--- src/rtl/mem_arbiter_pkg.sv ---
// Shared constants and types for the memory arbiter: widths, size codes,
// FSM state and owner encodings, and the captured request record.
package mem_arbiter_pkg;
  localparam int ADDR_W = 32;
  localparam int ID_W   = 1;

  localparam logic [1:0] SZ_BYTE = 2'd0;
  localparam logic [1:0] SZ_HALF = 2'd1;
  localparam logic [1:0] SZ_WORD = 2'd2;

  typedef enum logic [1:0] {
    ST_IDLE  = 2'd0,
    ST_READ  = 2'd1,
    ST_WRITE = 2'd2
  } state_t;

  typedef enum logic [ID_W-1:0] {
    OWN_IF  = 1'b0,
    OWN_LSB = 1'b1
  } owner_t;

  typedef struct packed {
    logic              we;
    logic [1:0]        size;
    logic [ADDR_W-1:0] addr;
    logic [31:0]       data;
  } mem_req_t;

  // Size code 3 is treated as a full word.
  function automatic logic [2:0] byte_count(input logic [1:0] size);
    case (size)
      SZ_BYTE: return 3'd1;
      SZ_HALF: return 3'd2;
      default: return 3'd4;
    endcase
  endfunction
endpackage

--- src/rtl/mem_arbiter.sv ---
// Round-robin arbiter between instruction fetch and load/store unit onto a
// byte-wide RAM with one-cycle read latency; one FSM sequences the bytes.
module mem_arbiter
  import mem_arbiter_pkg::*;
(
  input  logic              clk_in,
  input  logic              rst_n_in,
  input  logic              rdy_in,
  input  logic              if_memctrl_req_in,
  input  logic [ADDR_W-1:0] if_memctrl_addr_in,
  output logic              memctrl_if_done_out,
  output logic [31:0]       memctrl_if_inst_out,
  input  logic              lsb_memctrl_req_in,
  input  logic              lsb_memctrl_we_in,
  input  logic [1:0]        lsb_memctrl_size_in,
  input  logic [ADDR_W-1:0] lsb_memctrl_addr_in,
  input  logic [31:0]       lsb_memctrl_data_in,
  output logic              memctrl_lsb_done_out,
  output logic [31:0]       memctrl_lsb_data_out,
  input  logic              rob_memctrl_rst_in,
  input  logic [7:0]        mem_din,
  output logic [7:0]        mem_dout,
  output logic [ADDR_W-1:0] mem_a,
  output logic              mem_wr,
  input  logic              io_buffer_full_in
);
  state_t      state;
  owner_t      owner, last_grant;
  mem_req_t    cur, nreq;
  logic [2:0]  idx, nbytes;
  logic [31:0] asm_q, asm_nxt;
  logic        mem_wr_q;
  logic        held_vld;
  logic [7:0]  held_byte, rd_byte, wr_byte;
  logic [4:0]  rd_sh;
  logic [ADDR_W-1:0] wr_addr;
  logic        if_pend, lsb_pend, pick_lsb, stall_grant, stall_wr;

  // A requester whose done is showing is not re-sampled that cycle.
  assign if_pend  = if_memctrl_req_in  & ~memctrl_if_done_out;
  assign lsb_pend = lsb_memctrl_req_in & ~memctrl_lsb_done_out;
  assign pick_lsb = lsb_pend & (~if_pend | (last_grant == OWN_IF));

  always_comb begin
    nreq = '0;
    if (pick_lsb) begin
      nreq.we   = lsb_memctrl_we_in;
      nreq.size = lsb_memctrl_size_in;
      nreq.addr = lsb_memctrl_addr_in;
      nreq.data = lsb_memctrl_data_in;
    end else begin
      nreq.size = SZ_WORD;
      nreq.addr = if_memctrl_addr_in;
    end
  end

  assign nbytes  = byte_count(cur.size);
  assign wr_addr = cur.addr + {{(ADDR_W-3){1'b0}}, idx};
  assign wr_byte = cur.data[{idx[1:0], 3'b000} +: 8];

  assign stall_grant = io_buffer_full_in & (nreq.addr[17:16] == 2'b11);
  assign stall_wr    = io_buffer_full_in & (wr_addr[17:16] == 2'b11);

  // RAM keeps clocking during a freeze, so the byte due at the first frozen
  // edge is parked in held_byte and used when the sequence resumes.
  assign rd_byte = held_vld ? held_byte : mem_din;
  assign rd_sh   = {idx[1:0] - 2'd1, 3'b000};

  always_comb begin
    asm_nxt = asm_q;
    if (idx != 3'd0) asm_nxt[rd_sh +: 8] = rd_byte;
  end

  assign mem_wr = mem_wr_q & rdy_in;

  always_ff @(posedge clk_in or negedge rst_n_in) begin
    if (!rst_n_in) begin
      state                <= ST_IDLE;
      owner                <= OWN_IF;
      last_grant           <= OWN_IF;
      cur                  <= '0;
      idx                  <= '0;
      asm_q                <= '0;
      mem_wr_q             <= 1'b0;
      mem_a                <= '0;
      mem_dout             <= '0;
      held_vld             <= 1'b0;
      held_byte            <= '0;
      memctrl_if_done_out  <= 1'b0;
      memctrl_if_inst_out  <= '0;
      memctrl_lsb_done_out <= 1'b0;
      memctrl_lsb_data_out <= '0;
    end else if (!rdy_in) begin
      if (state == ST_READ && !held_vld) begin
        held_vld  <= 1'b1;
        held_byte <= mem_din;
      end
    end else begin
      held_vld             <= 1'b0;
      memctrl_if_done_out  <= 1'b0;
      memctrl_lsb_done_out <= 1'b0;
      case (state)
        ST_IDLE: begin
          if ((if_pend | lsb_pend) && !rob_memctrl_rst_in) begin
            cur        <= nreq;
            owner      <= pick_lsb ? OWN_LSB : OWN_IF;
            last_grant <= pick_lsb ? OWN_LSB : OWN_IF;
            idx        <= 3'd0;
            asm_q      <= '0;
            mem_a      <= nreq.addr;
            if (nreq.we) begin
              state <= ST_WRITE;
              if (stall_grant) begin
                mem_wr_q <= 1'b0;
              end else begin
                mem_wr_q <= 1'b1;
                mem_dout <= nreq.data[7:0];
                idx      <= 3'd1;
              end
            end else begin
              state <= ST_READ;
            end
          end
        end
        ST_READ: begin
          if (rob_memctrl_rst_in) begin
            state <= ST_IDLE;
          end else begin
            idx   <= idx + 3'd1;
            asm_q <= asm_nxt;
            if (idx + 3'd1 < nbytes) mem_a <= cur.addr + {{(ADDR_W-3){1'b0}}, idx + 3'd1};
            if (idx == nbytes) begin
              state <= ST_IDLE;
              if (owner == OWN_LSB) begin
                memctrl_lsb_done_out <= 1'b1;
                memctrl_lsb_data_out <= asm_nxt;
              end else begin
                memctrl_if_done_out <= 1'b1;
                memctrl_if_inst_out <= asm_nxt;
              end
            end
          end
        end
        ST_WRITE: begin
          if (idx == nbytes) begin
            state                <= ST_IDLE;
            mem_wr_q             <= 1'b0;
            memctrl_lsb_done_out <= 1'b1;
          end else if (stall_wr) begin
            mem_wr_q <= 1'b0;
          end else begin
            mem_wr_q <= 1'b1;
            mem_a    <= wr_addr;
            mem_dout <= wr_byte;
            idx      <= idx + 3'd1;
          end
        end
        default: state <= ST_IDLE;
      endcase
    end
  end
endmodule

--- config.mk ---
export PLATFORM = sky130hd
export DESIGN_NAME = mem_arbiter
export DESIGN_NICKNAME = d
export VERILOG_FILES = /design/src/rtl/mem_arbiter_pkg.sv /design/src/rtl/mem_arbiter.sv
export SDC_FILE = /design/constraint.sdc
export NUM_CORES = 1
export LEC_CHECK = 0
export ABC_AREA = 1
export BUFFER_PORTS_ARGS = -buffer_cell sky130_fd_sc_hd__buf_2
export CAP_MARGIN = 0
export CELL_PAD_IN_SITES_DETAIL_PLACEMENT = 1
export CELL_PAD_IN_SITES_GLOBAL_PLACEMENT = 2
export CORE_UTILIZATION = 29
export CTS_CLUSTER_DIAMETER = 120
export CTS_CLUSTER_SIZE = 28
export DETAILED_ROUTE_END_ITERATION = 7
export GPL_TIMING_DRIVEN = 0
export PLACE_DENSITY_LB_ADDON = 0.08
export SYNTH_ARGS = -nofsm -noshare
export SYNTH_HDL_FRONTEND = slang
export SYNTH_SLANG_ARGS = --single-unit
export TNS_END_PERCENT = 50
--- constraint.sdc ---
create_clock -name clk_in -period 3.1 [get_ports clk_in]
set_input_delay 0.155 -clock clk_in [delete_from_list [all_inputs] [get_ports clk_in]]
set_output_delay 0.155 -clock clk_in [all_outputs]
set_load 0.05 [all_outputs]
---- Word level (Yosys, flattened, before mapping) ----
Cells that the tools add are included.
storage, ports and cells
  bits in registers ....................... 220
  word-level logic and storage cells ...... 125
  input bits .............................. 114
  output and inout bits ................... 107
operators by class
  bitwise operators ....................... 14
  multiplexer cells ....................... 52
  add/sub/neg operators ................... 5
  order comparisons ....................... 1
  reductions and logical operators ........ 21
  shifts and indexed selects .............. 3
  eq/ne operators ......................... 13
operators by type and width
  kind                      count
  $mux W32                  9
  $pmux W32 S3              1
  $add A32 B3 Y32           2
  $pmux W32 S2              1
  $mux W8                   6
  $mux W34                  1
  $bwmux W32                1
  $shift A8 B7 Y32 const A  1
  $shiftx A32 B6 Y8         1
  $shiftx A8 B7 Y32         1
  $mux W1                   19
  $pmux W8 S2               1
  $reduce_and A7 Y1         2
  $mux W3                   4
  $ne A2 B2 Y1 const B      6
  $reduce_and A5 Y1         2
  $pmux W3 S3               1
  $mux W2                   4
  $reduce_and A4 Y1         2
  $neg A5 Y7                1
  $and A1 B1 Y1             6
  $eq A2 B2 Y1 const B      3
  $not A1 Y1                6
  $pmux W2 S3               1
  17 further kinds          27

---- Logic depth before layout (Yosys ltp) ----
  word-level depth ........................ 12
  mapped depth ............................ 19
  gate-level depth less buffers ........... 18

---- Worst setup path after synthesis ----
OpenSTA, ideal clock, no wires.
  kind .................................... register -> register
  start point ............................. reg idx[1]
  end point ............................... reg mem_a[22]
  period minus slack after synthesis ...... 2797 ps
  arrival time ............................ 2679 ps
  path slack .............................. 303 ps
  stages on the path, launching flop included .. 19
  path buffers ............................ 1
  required time ........................... 2982 ps
  library setup time ...................... 118 ps
  path through ............................ dfrtp_1 > clkbuf_1 > clkinv_1 > ha_1 > fa_1 > nand2_1 > nand2_1 > nand2_1 > inv_1 > nand2_1 > nor2_1 > nand2_1 > nand2_1 > nand3_1 > nand2_1 > nand2_1 > nand2_1 > nand2_2 > nand2_1
on the way
  longest elaborated chain between the ends .. 5
  elaborated cells on any way between the ends .. 16
  classes of those cells .................. 3 x add/sub; 1 x order compare; 5 x eq/ne; 5 x mux; 1 x bitwise; 1 x reduce/logical
ends and longest elaborated chain
  item                                               line                                   source
  start, declared                                    mem_arbiter.sv:30                      logic [2:0] idx, nbytes;
  start signal, assigned                             mem_arbiter.sv:129                     idx <= idx + 3'd1;
  start signal, assigned                             mem_arbiter.sv:155                     idx <= idx + 3'd1;
  $add A3 B1 Y3 or $add A32 B3 Y32 (tied branches)   mem_arbiter.sv:131, mem_arbiter.sv:58
  $add A32 B3 Y32 or $eq A2 B2 Y1 (tied branches)    mem_arbiter.sv:131, mem_arbiter.sv:62
  $mux W32 or $and A1 B1 Y1 (tied branches)          mem_arbiter.sv:131, mem_arbiter.sv:62
  $mux W32 or $ne A2 B2 Y1 (tied branches)           n/a
  $pmux W32 S3 or $reduce_and A7 Y1 (tied branches)  n/a
  end signal, assigned                               mem_arbiter.sv:110                     mem_a <= nreq.addr;
  end signal, assigned                               mem_arbiter.sv:131                     if (idx + 3'd1 < nbytes) mem_a <= cur.addr + {{(ADDR_W-3){1'b0}}, idx + 3'd1};
  end signal, assigned                               mem_arbiter.sv:153                     mem_a <= wr_addr;
  end, declared                                      mem_arbiter.sv:23                      output logic [ADDR_W-1:0] mem_a,
Several ways; a longest one is shown, not always the timed one. The select of a mux whose other input is x is not followed.
A chain may end at the register's enable or synchronous reset.

---- Worst setup path after layout ----
  start point ............................. reg idx[0]
  end point ............................... reg mem_a[23]
The elaborated chain is that of the path after synthesis.

==> insert_results.sql <==
INSERT INTO impl_metrics (metric_group, metric, value, unit) VALUES
('power', 'cellPowerDensity', '871', 'nW/um^2'),
('sta', 'worst_clock_skew', '0.0470', 'ns'),
('logic_synthesis', 'yosys_warnings', '0', ''),
('drt', 'drt_first_iter_violations', '674', ''),
('sta', 'timing_hold_violations_final', '1', ''),
('worst_setup_path', 'cp_slowest_stage_delay', '0.44', 'ns'),
('outcome', 'violations', 'DRC, hold timing', ''),
('floorplanning', 'placementRows', '74', ''),
('drt', 'drc_violations_left', '30', ''),
('job', 'max_cap_viol_count', '0', ''),
('floorplanning', 'die-width', '206', 'microns'),
('power', 'peakVddDrop', '0.423', 'mV'),
('logic_synthesis', 'synth.net_count', '1741', ''),
('logic_synthesis', 'ys_top_cells_by_area', 'dfrtp_1 45%, nand2_1 19%, o21ai_0 7.4%', ''),
('final_layout', 'layout-area-overhead-vs-synth', '24.1', '%'),
('clock_network', 'clockBufferDepth', '3', ''),
('floorplanning', 'die_area', '42600', 'sq um'),
('sta', 'total_setup_violations_reported_at_the_end_of_the_flow', '0', ''),
('logic_synthesis', 'synth.yosys.seq_area_share', '0.454', ''),
('power', 'power_leakage', '7.54', 'nW'),
('sta', 'holdWs', '-0.00209', 'ns'),
('logic_synthesis', 'synth_compound_gate_area_share', '0.144', ''),
('drt', 'postRouteWirelength', '47200', 'microns'),
('logic_synthesis', 'yosys.area_share.xor_xnor', '0.00134', ''),
('sta', 'post-route-period-util', '0.940', ''),
('worst_setup_path', 'critical_path.cell_chain', 'buf_4, ha_1, or2_2, nand2_1, ha_1, or2_2, nand2_1, nor2_2, nand3_1, nand2_1, o21ai_0, nand2_1, nand2_1, nand2_2, nand2_1', ''),
('outcome', 'outcome', 'finished, violations left', ''),
('clock_network', 'cts-buffers-inserted', '13', ''),
('sta', 'timing_worst_slew_pin_value', '0.963', 'ns'),
('drt', 'post_drt_wl_per_cell', '19.3', 'microns'),
('grt', 'grtUsageMet1', '0.340', ''),
('clock_network', 'cts_tree', 'built', ''),
('worst_setup_path', 'reg2reg_to', 'mem_a[23]$_DFFE_PN0P_', ''),
('worst_setup_path', 'criticalPathCategory', 'flop to flop', ''),
('worst_setup_path', 'endpoint', 'mem_a[23]$_DFFE_PN0P_', ''),
('logic_synthesis', 'dominant_combinational_cell_family_by_area_after_synthesis', 'simple AND/OR/NAND/NOR gates', ''),
('logic_synthesis', 'synthDistinctLibCells', '44', ''),
('drt', 'ant_nets', '0', ''),
('worst_setup_path', 'timing.critical_path.required', '3.54', 'ns'),
('floorplanning', 'initial_utilization', '0.295', ''),
('final_layout', 'insertedDiodeCount', '0', ''),
('drt', 'routed-via-count', '11908', ''),
('floorplanning', 'num_io_pins', '221', ''),
('worst_setup_path', 'critical_path.endpoint_type', 'flop', ''),
('sta', 'upper_clock_frequency_limit', '343', 'MHz'),
('grt', 'grtUsageMet2', '0.352', ''),
('drt', 'drt_pre_antenna_iters', '7', ''),
('clock_network', 'clock_latency', '0.50', 'ns'),
('grt', 'grt_max_degree', '105', ''),
('logic_synthesis', 'ys_seq_elements', '220', ''),
('placed_design', 'input_output_buffers', '220', ''),
('grt', 'grt_pass1_vias', '12323', ''),
('logic_synthesis', 'synthCells', '1606', ''),
('clock_network', 'cts.sink_count', '220', ''),
('worst_setup_path', 'path_common_cell', 'nand2_1', ''),
('clock_network', 'clock-root-buffer', 'clkbuf_16', ''),
('logic_synthesis', 'post_synth_instance_area', '12100', 'sq um'),
('worst_setup_path', 'crit_slowest_cell', 'dfrtp_2', ''),
('logic_synthesis', 'yosys-mux-area-fraction', '0.0124', ''),
('floorplanning', 'floorplan.core_area', '41000', 'sq um'),
('final_layout', 'num-nets-final', '2041', ''),
('clock_network', 'clk_pin_slew_worst_paths', '0.12', 'ns'),
('sta', 'finalWorstPathRequiredPeriod', '2.91', 'ns'),
('placed_design', 'place.detailed.hpwl', '36300', 'microns'),
('clock_network', 'htree_levels', '1', ''),
('logic_synthesis', 'synth-simple-area-share', '0.301', ''),
('worst_setup_path', 'biggest_fanout_along_the_worst_timing_path', '6', ''),
('worst_setup_path', 'r2r-start', 'idx[0]$_DFFE_PN0P_', ''),
('floorplanning', 'fp.dieH', '206', 'microns'),
('logic_synthesis', 'yosys.area_share.adder', '0.0229', ''),
('logic_synthesis', 'post-synth-top-area-fraction', '0.454', '');
[power by group]
part / switching, mW / leakage, nW / internal, mW
logic: 4.90 / 4.43 / 1.90
clock network: 1.12 / 0.188 / 0.813
registers: 0.687 / 2.92 / 3.68
[worst min-delay path by stage]
stage | depth (start not counted) | to | slack [ns] | from
floorplan | 0 | asm_q[0]$_DFFE_PN0P_ | -0.14 | rst_n_in
global placement | 2 | cur[27]$_DFFE_PN0P_ | 0.37 | lsb_memctrl_data_in[27]
detailed placement | 1 | mem_a[24]$_DFFE_PN0P_ | 0.10 | rst_n_in
CTS | 3 | cur[42]$_DFFE_PN0P_ | 0.0001 | if_memctrl_addr_in[10]
global route | 3 | cur[42]$_DFFE_PN0P_ | 0.02 | if_memctrl_addr_in[10]
finish | 5 | cur[62]$_DFFE_PN0P_ | -0.002 | lsb_memctrl_addr_in[30]
[cell type report]
cell class              count  area, sq um
flip-flops and latches    220         5510
repair buffers            285         1780
clock inverters             4         68.8
inverters                 106          403
plain buffers              72          392
fillers                  5124        26000
multi-input cells        1208         5890
well taps                 532          666
clock buffers              13          325
[metrics by stage]
stage	setup WS, ns	total power [mW]	area (sq um)	std cells	utilization
3_5_place_dp	-1.00	11.1	13900	2360	0.340
3_3_place_gp	-2.53	11.0	13900	2358	0.338
4_1_cts	0.00767	13.2	15000	2434	0.365
6_report	0.187	13.1	15000	2440	0.367
2_1_floorplan	0.303	8.74	12100	1606	-
5_1_grt	0.0180	14.1	15000	2440	0.367
[synthesized netlist by cell type (all sizes together)]
cell	count
nand2	624
dfrtp	220
o21ai	209
nand3	122
inv	102
nor2	100
clkbuf	40
a21oi	35
buf	32
a22o	25
a22oi	24
ha	19
nand3b	11
mux2	8
mux2i	6
clkinv	4
nand4	4
a31oi	3
nor3	3
o211ai	3
fa	2
o22ai	2
or2	2
a21boi	1
nor4	1
o2111ai	1
o21bai	1
o31ai	1
xor2	1
[registers in the layout, summed over array words and instances (netlist names)]
name / flops
memctrl_if_done_out: 1
mem_wr_q: 1
asm_q: 32
state: 2
memctrl_if_inst_out: 32
mem_dout: 8
idx: 3
cur: 66
held_byte: 8
last_grant: 1
memctrl_lsb_done_out: 1
held_vld: 1
mem_a: 32
memctrl_lsb_data_out: 32
[repair_timing]
action | CTS | global route
hold buffers | 57 | 0
pin swaps | 0 | 0
setup buffers | 0 | 6
hold endpoints to repair | 137 | 0
resized for setup | 20 | 11
cloned | 0 | 0
setup endpoints to repair | 127 | 53
[per-layer routing]
| metal | up-vias | share of wire |
|---|---|---|
| li1 | 5824 | - |
| met1 | 5846 | 0.52 |
| met2 | 209 | 0.44 |
| met3 | 29 | 0.030 |
| met4 | 0 | 0.012 |
| met5 | - | 0 |
[cells in the final DEF (no fill, tap or decap), drive strengths merged, types with 25 or more instances in the layout]
master and count:
o21ai 209, dlygate4sd3 57, a21oi 35, nor2 100, a22o 25, buf 261
clkbuf 52, dfrtp 220, inv 104, nand2 624, nand3 122
[critical path, delay by kind of cell, from the launching register on]
family	cells	cell delay (ns)
AND/OR/NAND/NOR	11	1.49
AO/OA/AOI/OAI	1	0.27
adder cells (fa/ha/maj)	2	0.49
buffers and inverters	1	0.16
flip-flops	1	0.44
[cells by family after synthesis]
kind of cell	after synthesis
AND/OR/NAND/NOR	867
AO/OA/AOI/OAI	305
flip-flops	220
buffers and inverters	178
adder cells (fa/ha/maj)	21
multiplexers	14
XOR/XNOR	1
Power figures use the tool's default switching activity.
